File: src/rtl/cpu_defs.sv
// Shared CPU definitions used by the execute-stage divider controller.
package cpu_defs;

    localparam int DATA_W      = 32;
    localparam int REM_MSB     = 63;
    localparam int REM_LSB     = 32;
    localparam int QUO_MSB     = 31;
    localparam int QUO_LSB     = 0;
    localparam int DIV_TIMEOUT = 64;

    typedef enum logic [1:0] {
        ST_IDLE   = 2'd0,
        ST_WAIT   = 2'd1,
        ST_DONE   = 2'd2,
        ST_CANCEL = 2'd3
    } div_state_e;

endpackage

File: src/rtl/div_issue_ctrl.sv
// Issues DIV/DIVU to the multi-cycle divider, stalls EX while it runs and
// writes HI/LO on completion; aborts on flush or watchdog expiry.
module div_issue_ctrl
    import cpu_defs::*;
#(
    parameter int TIMEOUT = DIV_TIMEOUT
) (
    input  logic              clk,
    input  logic              rst,
    input  logic              op_valid_i,
    input  logic              op_signed_i,
    input  logic [DATA_W-1:0] op_a_i,
    input  logic [DATA_W-1:0] op_b_i,
    input  logic              flush_i,
    output logic              stall_req_o,
    output logic              div_start_o,
    output logic              div_signed_o,
    output logic [DATA_W-1:0] div_dividend_o,
    output logic [DATA_W-1:0] div_divider_o,
    output logic              div_cancel_o,
    input  logic [63:0]       div_result_i,
    input  logic              div_success_i,
    output logic              hilo_we_o,
    output logic [DATA_W-1:0] hi_o,
    output logic [DATA_W-1:0] lo_o,
    output logic              timeout_o
);

    localparam int WD_W = $clog2(TIMEOUT);

    div_state_e        r_state;
    div_state_e        w_state_nxt;
    logic [WD_W-1:0]   r_wd;
    logic [1:0]        r_drain;
    logic [DATA_W-1:0] r_a;
    logic [DATA_W-1:0] r_b;
    logic              r_signed;
    logic [DATA_W-1:0] r_hi;
    logic [DATA_W-1:0] r_lo;
    logic              w_issue;
    logic              w_wd_expired;

    assign w_issue      = op_valid_i & ~flush_i;
    assign w_wd_expired = (r_wd == WD_W'(TIMEOUT - 1));

    always_comb begin
        w_state_nxt  = r_state;
        stall_req_o  = 1'b0;
        div_start_o  = 1'b0;
        div_cancel_o = 1'b0;
        hilo_we_o    = 1'b0;
        timeout_o    = 1'b0;
        case (r_state)
            ST_IDLE: begin
                stall_req_o = w_issue;
                if (w_issue) begin
                    w_state_nxt = ST_WAIT;
                end
            end
            ST_WAIT: begin
                stall_req_o = 1'b1;
                div_start_o = 1'b1;
                if (flush_i) begin
                    w_state_nxt = ST_CANCEL;
                end else if (w_wd_expired) begin
                    w_state_nxt = ST_CANCEL;
                    timeout_o   = 1'b1;
                end else if (div_success_i) begin
                    w_state_nxt = ST_DONE;
                end
            end
            ST_DONE: begin
                // Start drops here, which releases the divider from its end state.
                hilo_we_o   = 1'b1;
                w_state_nxt = ST_IDLE;
            end
            ST_CANCEL: begin
                div_cancel_o = 1'b1;
                // A zero-divisor run can still raise success after cancel; wait it out.
                if (r_drain == 2'd2 && !div_success_i) begin
                    w_state_nxt = ST_IDLE;
                end
            end
            default: w_state_nxt = ST_IDLE;
        endcase
    end

    always_ff @(posedge clk) begin
        if (rst) begin
            r_state  <= ST_IDLE;
            r_wd     <= '0;
            r_drain  <= 2'd0;
            r_a      <= '0;
            r_b      <= '0;
            r_signed <= 1'b0;
            r_hi     <= '0;
            r_lo     <= '0;
        end else begin
            r_state <= w_state_nxt;
            case (r_state)
                ST_IDLE: begin
                    if (w_issue) begin
                        r_a      <= op_a_i;
                        r_b      <= op_b_i;
                        r_signed <= op_signed_i;
                        r_wd     <= '0;
                    end
                end
                ST_WAIT: begin
                    r_wd    <= r_wd + WD_W'(1);
                    // Preloaded so the first CANCEL cycle counts as drain cycle one.
                    r_drain <= 2'd1;
                    if (w_state_nxt == ST_DONE) begin
                        r_hi <= div_result_i[REM_MSB:REM_LSB];
                        r_lo <= div_result_i[QUO_MSB:QUO_LSB];
                    end
                end
                ST_CANCEL: begin
                    if (r_drain != 2'd2) begin
                        r_drain <= r_drain + 2'd1;
                    end
                end
                default: ;
            endcase
        end
    end

    assign div_signed_o   = r_signed;
    assign div_dividend_o = r_a;
    assign div_divider_o  = r_b;
    assign hi_o           = r_hi;
    assign lo_o           = r_lo;

endmodule

File: config.mk
export PLATFORM = sky130hd
export DESIGN_NAME = div_issue_ctrl
export DESIGN_NICKNAME = d
export VERILOG_FILES = /design/src/rtl/cpu_defs.sv /design/src/rtl/div_issue_ctrl.sv
export SDC_FILE = /design/constraint.sdc
export NUM_CORES = 1
export LEC_CHECK = 0
export CAP_MARGIN = 20
export CORE_MARGIN = 2
export CORE_UTILIZATION = 43
export DETAILED_ROUTE_END_ITERATION = 6
export PLACE_DENSITY = 0.86
export RECOVER_POWER = 25
export SLEW_MARGIN = 0
export SYNTH_ARGS = -nofsm -noshare
export SYNTH_HDL_FRONTEND = slang
export SYNTH_SLANG_ARGS = --single-unit
File: constraint.sdc
create_clock -name clk -period 4.3 [get_ports clk]
set_input_delay 0.645 -clock clk [delete_from_list [all_inputs] [get_ports clk]]
set_output_delay 0.645 -clock clk [all_outputs]
set_load 0.005 [all_outputs]
# --- Word level (Yosys, flattened, before mapping) ---
# Cells that the tools add are included.
word_totals:
  ff_bits: 139
  output_inout_bits: 134
op_classes:
  n_addsub: 2
  eq_ne: 9
  muxes: 17
  n_bitwise: 2
  reduce_logical: 9
op_table:
  columns: ["operator", "n"]
  rows:
  - ["$mux W2", 6]
  - ["$pmux W6 S2", 1]
  - ["$eq A2 B2 Y1 const B", 4]
  - ["$pmux W2 S4", 1]
  - ["$reduce_and A2 Y1", 4]
  - ["$add A6 B1 Y6 const B", 1]
  - ["$eq A6 B6 Y1 const B", 1]
  - ["$mux W1", 6]
  - ["$mux W6", 1]
  - ["$ne A2 B2 Y1 const B", 3]
  - ["$pmux W2 S2", 1]
  - ["$reduce_bool A2 Y1", 2]
  - ["$add A2 B1 Y2 const B", 1]
  - ["$eq A2 B1 Y1 const B", 1]
  - ["$logic_not A2 Y1", 1]
  - ["$pmux W1 S2", 1]
  - ["$and A1 B1 Y1", 1]
  - ["$logic_and A1 B1 Y1", 1]
  - ["$logic_not A1 Y1", 1]
  - ["$not A1 Y1", 1]

# --- Longest topological paths before layout ---
# Gate-level depths: netlist of the first run.
depth:
  depth_word: 6
  ltp_mapped: 7
  ltp_nobuf: 6

# --- Worst setup path after synthesis of the first run ---
# Ideal clock, no wire load.
synth_timing:
  path_kind: "in2out"
  from: "input op_valid_i"
  to: "output stall_req_o"
  arrival_time_ps: 1018
  required_time_ps: 3655
  path_slack_ps: 2637
  stages: 3
  n_path_buf: 0
  path_cell_list: "nor2b_1 o21bai_1 inv_1"
synth_between:
  elab_chain_cells: 2
synth_lines:
  columns: ["element", "line", "source"]
  rows:
  - ["from (decl)", "div_issue_ctrl.sv:10", "input logic op_valid_i,"]
  - ["$and A1 B1 Y1", "div_issue_ctrl.sv:43", "assign w_issue = op_valid_i & ~flush_i;"]
  - ["$pmux W1 S2", "div_issue_ctrl.sv:53", "case (r_state)"]
  - ["to (decl)", "div_issue_ctrl.sv:15", "output logic stall_req_o,"]
# Every way passes these cells.

# --- Worst setup path after layout of the first run ---
layout_timing:
  from: "input rst"
  to: "register r_a[31] (netlist: div_dividend_o[31])"
layout_rtl:
  columns: ["element", "line", "source"]
  rows:
  - ["from (decl)", "div_issue_ctrl.sv:9", "input logic rst,"]
  - ["to (signal assigned)", "div_issue_ctrl.sv:103", "r_a <= op_a_i;"]
  - ["to (decl)", "div_issue_ctrl.sv:35", "logic [DATA_W-1:0] r_a;"]
# No word-level cell between the ends.

==> results of run 1 <==
[Yosys cell counts (2+ instances only)]
library cell	instances	area share
sky130_fd_sc_hd__nand2_1	263	0.19
sky130_fd_sc_hd__dfxtp_1	139	0.54
sky130_fd_sc_hd__a21oi_1	119	0.12
sky130_fd_sc_hd__clkbuf_1	17	0.012
sky130_fd_sc_hd__a21oi_2	16	0.027
sky130_fd_sc_hd__buf_2	10	0.0097
sky130_fd_sc_hd__buf_4	6	0.0088
sky130_fd_sc_hd__buf_8	6	0.018
sky130_fd_sc_hd__nor2_1	6	0.0044
sky130_fd_sc_hd__buf_6	5	0.011
sky130_fd_sc_hd__inv_1	5	0.0037
sky130_fd_sc_hd__nand2b_1	4	0.0049
sky130_fd_sc_hd__a311oi_1	3	0.0051
sky130_fd_sc_hd__ha_1	2	0.0049
sky130_fd_sc_hd__nor2b_1	2	0.0024
sky130_fd_sc_hd__nor3_1	2	0.0019
[area by class of cell]
| class | instances | area, sq um |
|---|---|---|
| repair buffers | 272 | 2720 |
| flip-flops and latches | 139 | 2780 |
| multi-input cells | 436 | 2040 |
| clock buffers | 26 | 509 |
| fillers | 861 | 3170 |
| clock inverters | 6 | 108 |
| well taps | 143 | 179 |
| inverters | 5 | 18.8 |
[power breakdown]
group	total, W	leakage (nW)	internal (W)	switching (W)
logic	0.000342	1.66	0.000204	0.000137
registers	0.00136	1.13	0.00133	0.0000228
clock network	0.00150	0.301	0.000988	0.000512
total	0.00320	3.09	0.00253	0.000672
[path summary, 6_finish.rpt]
kind	start	endpoint	slack, ns
max	rst	div_dividend_o[31]	1.24
min	div_divider_o[20]	div_divider_o[20]	0.45
max reg2reg	r_state[0]	hi_o[12]	1.91
min reg2reg	div_divider_o[20]	div_divider_o[20]	0.45
[flip-flops by register name (all words and copies together) (netlist names)]
signal,cells
hi_o,32
div_signed_o,1
r_wd,6
r_state,2
div_dividend_o,32
lo_o,32
r_drain,2
div_divider_o,32
[through the flow]
step | std cells | utilization | total power (W)
after floorplan | 624 | - | 0.00151
after global placement | 995 | 0.672 | 0.00172
after detailed placement | 995 | 0.672 | 0.00173
after CTS | 1027 | 0.725 | 0.00324
after global routing | 1027 | 0.725 | 0.00332
final | 1027 | 0.725 | 0.00320
[worst max-delay path, stage by stage]
cell	delay (ns)
sky130_fd_sc_hd__clkbuf_1	2.14
sky130_fd_sc_hd__buf_12	0.38
sky130_fd_sc_hd__a21oi_1	0.09
[metal layers]
| metal | up-vias | GRT usage | wire (microns) | share of wire |
|---|---|---|---|---|
| met5 | - | 0 | 0 | 0 |
| met2 | 216 | 0.412 | 7660 | 0.50 |
| met4 | 0 | 0.110 | 444 | 0.029 |
| met3 | 34 | 0.0691 | 1120 | 0.073 |
| li1 | 2526 | - | - | - |
| met1 | 2314 | 0.265 | 6130 | 0.40 |
[logic make-up after synthesis]
| logic type | synth area share |
|---|---|
| AO/OA/AOI/OAI | 0.169 |
| adder cells (fa/ha/maj) | 0.00487 |
| buffers and inverters | 0.0631 |
| flip-flops | 0.542 |
| multiplexers | 0.00195 |
| AND/OR/NAND/NOR | 0.220 |
==> implementation parameters, run 1 <==
Parameter                              Value

Status
  Status ... finished, violations left
  Violated checks ... max-capacitance violations, max-slew violations

Min path
  Hold Crit Depth ... 2
  Worst hold-check path type ... reg2reg

Cells and area
  Layout cells sized above 1 ... 0.0633
  Layout area overhead ... 62.5%
  Fin nets ... 1007
  Number of diodes ... 0
  Summed area of non-filler cells in the final layout ... 8350 sq um
  Commonest non-fill, non-tap cell in the layout ... sky130_fd_sc_hd__nand2_1
  Leading cell types in the layout, fill and taps excluded ... 263 x sky130_fd_sc_hd__nand2_1, 206 x sky130_fd_sc_hd__clkdlybuf4s50_1, 139 x sky130_fd_sc_hd__dfxtp_1

Timing
  Setup repair after global routing missed its margin ... false
  Final number of hold-violating endpoints ... 0
  Crit path time final ... 3.06 ns
  Setup TNS ... 0 ns
  Clock Skew ... around 0.0053 ns
  Portion of the clock cycle consumed by the worst path in the final layout ... 0.711
  Slew at the pin closest to its max-slew limit ... 3.10 ns
  Headroom to the max-slew limit ... -1.06
  Final setup slack of the worst path ... between 1 and 1.5 ns
  Final count of pins violating max slew ... approximately 70
  Min Hold Slack ... 0.446 ns
  Final count of negative-setup-slack endpoints ... 0
  Peak clock frequency supported by timing ... ~330 MHz

Placed design
  Final HPWL DP ... 10200 microns
  Setup Slack @ Placement ... about 1.5 ns
  Port-buffer cells ... approximately 270
  Area of placed instances ... 7740 sq um
  Final GP Congestion ... ~0.8

Power and ir drop
  Power density over cell area ... 383 nW/um^2
  Maximum resistive drop on vdd ... between 300 and 400 uV
  Leak pwr ... between 3 and 4 nW

Die
  Std-Cell Rows ... 39
  Total I/O pin count ... around 270
  Die Ht ... approximately 110 microns
  Horizontal die dimension ... around 110 microns
  Floorplan core area ... approximately 12000 sq um
  Initial cell density of the core ... 0.446
  Die Area ... 12800 sq um

Global route
  GR Overflow Total ... 0
  Wire length of the first global-routing pass ... roughly 24000 microns
  Maximum number of pins on one net before global-route repair ... approximately 70
  Number of global-route vias before repair ... 4873
  Number of antenna violations at the first check in global routing ... 0
  Global router's overall resource usage ... 0.236

Critical path
  WS Path Type ... in2reg
  Required time at the worst-slack endpoint ... approximately 4.6 ns
  Arrival time worst endpoint ... approximately 3.3 ns
  Critical path endpoint category ... flip-flop
  Cells on worst reg2reg path ... 5
  Top fanout value on the critical path ... 71
  Kind of start point of the critical path ... input pin

Detailed routing
  Number of DRC violations after detailed routing ... 0
  Number of violations reported at the end of detailed-routing iteration 0 ... between 400 and 500
  Routed Wire Length ... roughly 15000 microns
  Via density per instance ... between 4 and 5
  Routed Antenna Nets ... 0
  Routed length per instance ... about 15 microns
  Vias after detailed routing ... approximately 5100
  DRT Pass-1 Iters ... 4

Synth
  Number of synthesized register bits ... 139
  Unique cell type count in the Yosys netlist ... 35
  Share of synthesized registers carrying an async set or reset ... 0
  Average footprint of a synthesized cell ... about 8.2 sq um
  Portion of the post-synthesis area used by sequential elements ... 0.542
  Number of synthesized flops with an enable pin ... 0
  Cell area after synthesis ... ~5000 sq um
  Synth Instances ... 624
  Primary flip-flop cell chosen by synthesis mapping ... sky130_fd_sc_hd__dfxtp_1
  Number of nets in the synthesized netlist ... between 700 and 800
  Syn. warnings ... 0

CTS
  Count of cells resized by post-cts repair ... 0
  H-tree levels ... 4
  Number of buffers added for setup after CTS ... 0
  Clock slew at the register clock pins of the worst setup and hold paths ... around 0.05 ns
  Maximum root-to-sink buffer count ... 2
  Clock insertion delay at the later pin of the skew report ... between 0.4 and 0.5 ns
  Hold buffer count at cts ... 0
  CTS sink cnt ... about 140
  Cts bufs inserted ... 17
  Clock root buffer master ... sky130_fd_sc_hd__clkbuf_16
  Clock tree from TritonCTS ... done

Run
  Number of violations of the max-capacitance limit ... 1
(Power assumes the default switching activity.)
==> run 2, diff against run 1 <==
--- a/config.mk
+++ b/config.mk
@@ -7,9 +7,9 @@
 export LEC_CHECK = 0
 export CAP_MARGIN = 20
 export CORE_MARGIN = 2
-export CORE_UTILIZATION = 43
+export CORE_UTILIZATION = 39
 export DETAILED_ROUTE_END_ITERATION = 6
-export PLACE_DENSITY = 0.86
+export PLACE_DENSITY = 0.79
 export RECOVER_POWER = 25
 export SLEW_MARGIN = 0
 export SYNTH_ARGS = -nofsm -noshare
==> constraint.sdc (replaced) <==
create_clock -name clk -period 2.9 [get_ports clk]
set_input_delay 0.435 -clock clk [delete_from_list [all_inputs] [get_ports clk]]
set_output_delay 0.435 -clock clk [all_outputs]
set_load 0.005 [all_outputs]
==> run 2 against run 1 <==
  * The run now ends clean
  * Die area rose by 9.9%
  * Clock skew is 0.0016 ns higher
  * Via count fell by 1.0%
  * Sequential share of layout area decreased by 0.30 points
  * Utilization is 6.3 points lower
  * Combinational power up 49%
  * Total power is 48% higher
  * Clock power up 48%
  * Critical path depth is 1 higher
  * Largest power group unchanged
  * Highest routed layer unchanged
==> implementation parameters, run 2 (synthesis results as in run 1) <==
Parameter                              Value

Detailed routing
  Via density per instance ... 4.77 (was 4.96)
  Routed Antenna Nets ... 0 (unchanged)
  Number of violations reported at the end of detailed-routing iteration 0 ... 293 (was 409)
  Routed length per instance ... 14.4 microns (was 15.0 microns)
  DRT Pass-1 Iters ... 4 (unchanged)
  Routed Wire Length ... 15200 microns (was 15400 microns)
  Vias after detailed routing ... 5038 (was 5090)
  Number of DRC violations after detailed routing ... 0 (unchanged)

Global route
  GR Overflow Total ... 0 (unchanged)
  Wire length of the first global-routing pass ... 24000 microns (about the same)
  Number of global-route vias before repair ... 4826 (was 4873)
  Global router's overall resource usage ... 0.213 (was 0.236)
  Number of antenna violations at the first check in global routing ... 0 (unchanged)
  Maximum number of pins on one net before global-route repair ... 67 (was 72)

Timing
  Final count of pins violating max slew ... 0 (was 69)
  Crit path time final ... around 2.4 ns
  Final count of negative-setup-slack endpoints ... 0 (unchanged)
  Setup repair after global routing missed its margin ... false (unchanged)
  Slew at the pin closest to its max-slew limit ... 0.732 ns (was 3.10 ns)
  Clock Skew ... 0.00694 ns (was 0.00533 ns)
  Setup TNS ... 0 ns (unchanged)
  Portion of the clock cycle consumed by the worst path in the final layout ... 0.841
  Headroom to the max-slew limit ... 0.512 (was -1.06)
  Final number of hold-violating endpoints ... 0 (unchanged)
  Peak clock frequency supported by timing ... 410 MHz

Cells and area
  Summed area of non-filler cells in the final layout ... 8430 sq um (was 8350 sq um)
  Commonest non-fill, non-tap cell in the layout ... sky130_fd_sc_hd__nand2_1 (unchanged)
  Fin nets ... 1009 (was 1007)
  Number of diodes ... 0 (unchanged)
  Leading cell types in the layout, fill and taps excluded ... 263 x sky130_fd_sc_hd__nand2_1, 207 x sky130_fd_sc_hd__clkdlybuf4s50_1, 139 x sky130_fd_sc_hd__dfxtp_1 (was 263 x sky130_fd_sc_hd__nand2_1, 206 x sky130_fd_sc_hd__clkdlybuf4s50_1, 139 x sky130_fd_sc_hd__dfxtp_1)
  Filler-free cell count of the finished design ... 1056 (was 1027)
  Layout cells sized above 1 ... 0.0667 (was 0.0633)
  Layout area overhead ... 64.0% (was 62.5%)

CTS
  CTS sink cnt ... 139 (unchanged)
  Clock slew at the register clock pins of the worst setup and hold paths ... 0.05 ns (about the same)
  Clock root buffer master ... sky130_fd_sc_hd__clkbuf_16 (unchanged)
  Clock insertion delay at the later pin of the skew report ... 0.41 ns (about the same)
  Maximum root-to-sink buffer count ... 2 (unchanged)
  Clock tree from TritonCTS ... done (unchanged)
  Hold buffer count at cts ... 0 (unchanged)
  Cts bufs inserted ... 17 (unchanged)
  H-tree levels ... 4 (unchanged)
  Number of buffers added for setup after CTS ... 0 (unchanged)
  Count of cells resized by post-cts repair ... 0 (unchanged)

Critical path
  First element of the critical path ... r_wd[0] (was rst)
  WS Path Type ... reg2out (was in2reg)
  Critical path endpoint category ... output port (was flip-flop)
  Required time at the worst-slack endpoint ... 2.47 ns (was 4.58 ns)
  Top fanout value on the critical path ... 4 (was 71)
  Kind of start point of the critical path ... flip-flop (was input pin)
  Worst R2R Start ... r_state[0] (unchanged)
  Arrival time worst endpoint ... 2.00 ns (was 3.33 ns)

Power and ir drop
  Power density over cell area ... 563 nW/um^2 (was 383 nW/um^2)
  Maximum resistive drop on vdd ... 408 uV (was 323 uV)
  Overall Power ... 0.00474 W (was 0.00320 W)
  Leak pwr ... 3.11 nW (was 3.09 nW)

Placed design
  Final GP Congestion ... 0.746 (was 0.790)
  Final HPWL DP ... 10400 microns (was 10200 microns)
  Area of placed instances ... 7810 sq um (was 7740 sq um)
  Port-buffer cells ... 267 (unchanged)
  Placed cell count ... 1026 (was 995)

Die
  Horizontal die dimension ... 119 microns (was 113 microns)
  Initial cell density of the core ... 0.404 (was 0.446)
  Std-Cell Rows ... 41 (was 39)
  Die Ht ... 119 microns (was 113 microns)
  Die Area ... 14100 sq um (was 12800 sq um)
  Total I/O pin count ... 268 (unchanged)
  Floorplan core area ... 12700 sq um (was 11500 sq um)

Status
  Status ... complete, no violations (was finished, violations left)

Run
  Number of violations of the max-capacitance limit ... 0 (was 1)

Min path
  Worst hold-check path type ... reg2reg (unchanged)
  Beginning of the worst hold path ... hi_o[28] (was div_divider_o[20])
run 2: area by class of cell:
| type | instances | area, sq um |
|---|---|---|
| timing repair buffer | 274 | 2760 |
| fill | 1084 | 4300 |
| tap | 172 | 215 |
| clock inverter | 6 | 110 |
| sequential | 139 | 2780 |
| inverter | 5 | 18.8 |
| clock buffer | 24 | 502 |
| multi-input combinational | 436 | 2040 |
run 2: worst max-delay path, cell delays in order, from the launching register on:
cell and delay [ns]:
sky130_fd_sc_hd__dfxtp_1 0.39, sky130_fd_sc_hd__ha_1 0.23, sky130_fd_sc_hd__nand4b_1 0.21, sky130_fd_sc_hd__nor3_1 0.22, sky130_fd_sc_hd__clkdlybuf4s50_1 0.55
run 2: final timing paths:
| check | endpoint | slack (ns) | cells past startpoint |
|---|---|---|---|
| worst min-delay path | hi_o[28] | 0.45 | 2 |
| worst max-delay path | timeout_o | 0.46 | 4 |
| worst min register to register | hi_o[28] | 0.45 | 2 |
| worst max register to register | hi_o[27] | 0.76 | 5 |
run 2: report_power, final:
group | leakage, nW | switching [W] | internal (W) | total (W)
combinational | 1.68 | 0.000204 | 0.000307 | 0.000510
clock | 0.294 | 0.000767 | 0.00146 | 0.00222
sequential | 1.13 | 0.0000331 | 0.00198 | 0.00201
run 2: layer usage:
metal / GRT usage / share of wire
met1: 0.234 / 0.41
met2: 0.369 / 0.50
met3: 0.0820 / 0.075
met4: 0.0848 / 0.021
met5: 0 / 0
run 2: stage by stage:
step | hold WS [ns] | util | worst slack, ns
global route | 0.461 | 0.662 | 0.276
global placement | 0.440 | 0.614 | 0.574
floorplan | 0.453 | - | 1.42
finish | 0.449 | 0.662 | 0.462
CTS | 0.439 | 0.662 | 0.424
detailed placement | 0.446 | 0.614 | 0.563
==> run 3, diff against run 2 <==
==> constraint.sdc (replaced) <==
create_clock -name clk -period 2.4 [get_ports clk]
set_input_delay 0.36 -clock clk [delete_from_list [all_inputs] [get_ports clk]]
set_output_delay 0.36 -clock clk [all_outputs]
set_load 0.005 [all_outputs]
==> run 3 against run 2 <==
  * Non-clock buffer count is 1 higher
  * Utilization rose by 0.29 points
  * Clock power increased by 22%
  * First-iteration DRC count rose by 5.8%
  * Clock skew shrank 0.0020 ns
  * Design area up 0.43%
  * Flip-flop and latch count did not move
  * Routed wire length is 1.4% lower
  * Largest power group unchanged
==> implementation parameters, run 3 (synthesis results as in run 1) <==
Parameter                              Value

Status
  Status ... complete, no violations (unchanged)

Timing
  Setup repair after global routing missed its margin ... false (unchanged)
  Peak clock frequency supported by timing ... ~440 MHz
  Final count of pins violating max slew ... 0 (unchanged)
  Clock Skew ... 0.00499 ns (was 0.00694 ns)
  Final setup slack of the worst path ... 0.146 ns (was 0.462 ns)
  Final count of negative-setup-slack endpoints ... 0 (unchanged)
  Crit path time final ... between 2 and 2.5 ns
  Slew at the pin closest to its max-slew limit ... 0.655 ns (was 0.732 ns)
  Headroom to the max-slew limit ... 0.563 (was 0.512)
  Portion of the clock cycle consumed by the worst path in the final layout ... 0.939
  Setup TNS ... 0 ns (unchanged)
  Final number of hold-violating endpoints ... 0 (unchanged)

Detailed routing
  Via density per instance ... 4.77 (about the same)
  DRT Pass-1 Iters ... 4 (unchanged)
  Routed Wire Length ... 15000 microns (was 15200 microns)
  Number of DRC violations after detailed routing ... 0 (unchanged)
  Vias after detailed routing ... 5049 (was 5038)
  Number of violations reported at the end of detailed-routing iteration 0 ... 310 (was 293)
  Routed length per instance ... 14.2 microns (was 14.4 microns)
  Routed Antenna Nets ... 0 (unchanged)

Cells and area
  Commonest non-fill, non-tap cell in the layout ... sky130_fd_sc_hd__nand2_1 (unchanged)
  Fin nets ... 1010 (was 1009)
  Finished Core Util ... 0.665 (was 0.662)
  Layout area overhead ... 64.7% (was 64.0%)
  Summed area of non-filler cells in the final layout ... 8460 sq um (was 8430 sq um)
  Layout cells sized above 1 ... 0.0688 (was 0.0667)
  Number of diodes ... 0 (unchanged)
  Leading cell types in the layout, fill and taps excluded ... 263 x sky130_fd_sc_hd__nand2_1, 207 x sky130_fd_sc_hd__clkdlybuf4s50_1, 139 x sky130_fd_sc_hd__dfxtp_1 (unchanged)

Critical path
  Worst R2R Start ... r_state[0] (unchanged)
  Arrival time worst endpoint ... 1.89 ns (was 2.00 ns)
  Endpoint of the worst register-to-register path ... hi_o[23] (was hi_o[27])
  WS Path Type ... in2out (was reg2out)
  Register-to-Register Setup Slack ... 0.63 ns (was 0.76 ns)
  Critical path endpoint category ... output port (unchanged)
  Kind of start point of the critical path ... input pin (was flip-flop)
  Cells on worst reg2reg path ... 5 (unchanged)
  Top fanout value on the critical path ... 6 (was 4)
  Required time at the worst-slack endpoint ... 2.04 ns (was 2.47 ns)

Global route
  Global router's overall resource usage ... 0.212 (was 0.213)
  Maximum number of pins on one net before global-route repair ... 140 (was 67)
  Number of global-route vias before repair ... 4827 (was 4826)
  GR Overflow Total ... 0 (unchanged)
  Number of antenna violations at the first check in global routing ... 0 (unchanged)
  Wire length of the first global-routing pass ... 24100 microns (was 24000 microns)

Power and ir drop
  Overall Power ... 0.00576 W (was 0.00474 W)
  Power density over cell area ... 680 nW/um^2 (was 563 nW/um^2)
  Maximum resistive drop on vdd ... 390 uV (was 408 uV)
  Leak pwr ... 3.14 nW (was 3.11 nW)

Die
  Horizontal die dimension ... 119 microns (unchanged)
  Die Ht ... 119 microns (unchanged)
  Initial cell density of the core ... 0.404 (unchanged)
  Std-Cell Rows ... 41 (unchanged)
  Total I/O pin count ... 268 (unchanged)
  Floorplan core area ... 12700 sq um (unchanged)
  Die Area ... 14100 sq um (unchanged)

Min path
  Sink of the worst hold path ... div_dividend_o[13] (was hi_o[28])
  Worst hold-check path type ... reg2reg (unchanged)
  Hold Crit Depth ... 2 (unchanged)
  Beginning of the worst hold path ... div_dividend_o[13] (was hi_o[28])

Placed design
  Port-buffer cells ... 267 (unchanged)
  Final HPWL DP ... 10000 microns (was 10400 microns)
  Final GP Congestion ... 0.771 (was 0.746)
  Area of placed instances ... 7840 sq um (was 7810 sq um)
  Setup Slack @ Placement ... 0.172 ns (was 0.563 ns)

Run
  Number of violations of the max-capacitance limit ... 0 (unchanged)

CTS
  Hold buffer count at cts ... 0 (unchanged)
  Clock insertion delay at the later pin of the skew report ... 0.40 ns (was 0.41 ns)
  Maximum root-to-sink buffer count ... 2 (unchanged)
  Clock tree from TritonCTS ... done (unchanged)
  Clock root buffer master ... sky130_fd_sc_hd__clkbuf_16 (unchanged)
  Cts bufs inserted ... 17 (unchanged)
  H-tree levels ... 4 (unchanged)
  CTS sink cnt ... 139 (unchanged)
  Clock slew at the register clock pins of the worst setup and hold paths ... 0.05 ns (about the same)
[run 3: cell type report]
type	instances	area, sq um
timing repair buffer	275	2790
fill	1075	4260
sequential	139	2780
clock buffer	25	505
clock inverter	7	110
inverter	5	18.8
multi-input combinational	436	2040
tap	172	215
[run 3: power breakdown]
| part | total [W] | switching (W) | internal [W] |
|---|---|---|---|
| clock | 0.00270 | 0.000937 | 0.00177 |
| sequential | 0.00243 | 0.0000400 | 0.00239 |
| combinational | 0.000624 | 0.000246 | 0.000378 |
| total | 0.00576 | 0.00122 | 0.00453 |
[run 3: repair_timing]
item / 4_1_cts / 5_1_grt
endpoints found under the setup margin: 1 / 2
resized for setup: 0 / 4
buffers inserted: 1 / 0
endpoints found under the hold margin: 0 / 0
[run 3: stage by stage]
stage | std cells | hold WS, ns
global placement | 1026 | 0.440
CTS | 1059 | 0.453
global route | 1059 | 0.461
detailed placement | 1026 | 0.446
floorplan | 624 | 0.453
finish | 1059 | 0.447
[run 3: critical path, stage by stage]
cell	delay [ns]
sky130_fd_sc_hd__clkdlybuf4s50_1	0.49
sky130_fd_sc_hd__nor2b_1	0.21
sky130_fd_sc_hd__o21bai_1	0.11
sky130_fd_sc_hd__inv_1	0.17
sky130_fd_sc_hd__clkdlybuf4s50_1	0.55
[run 3: layer usage]
layer / share of wire / global-route usage / routed length (microns) / up-vias
li1: - / - / - / 2534
met2: 0.50 / 0.358 / 7490 / 187
met3: 0.086 / 0.0753 / 1290 / 20
met4: 0.018 / 0.0856 / 268 / 0
met1: 0.40 / 0.244 / 5960 / 2308
met5: 0 / 0 / 0 / -
[run 3: worst max-delay path by stage]
| stage | end | start |
|---|---|---|
| after floorplan | lo_o[10] | r_wd[0] |
| after global placement | stall_req_o | flush_i |
| after detailed placement | stall_req_o | flush_i |
| after CTS | timeout_o | r_wd[0] |
| after global routing | stall_req_o | flush_i |
| final | stall_req_o | flush_i |
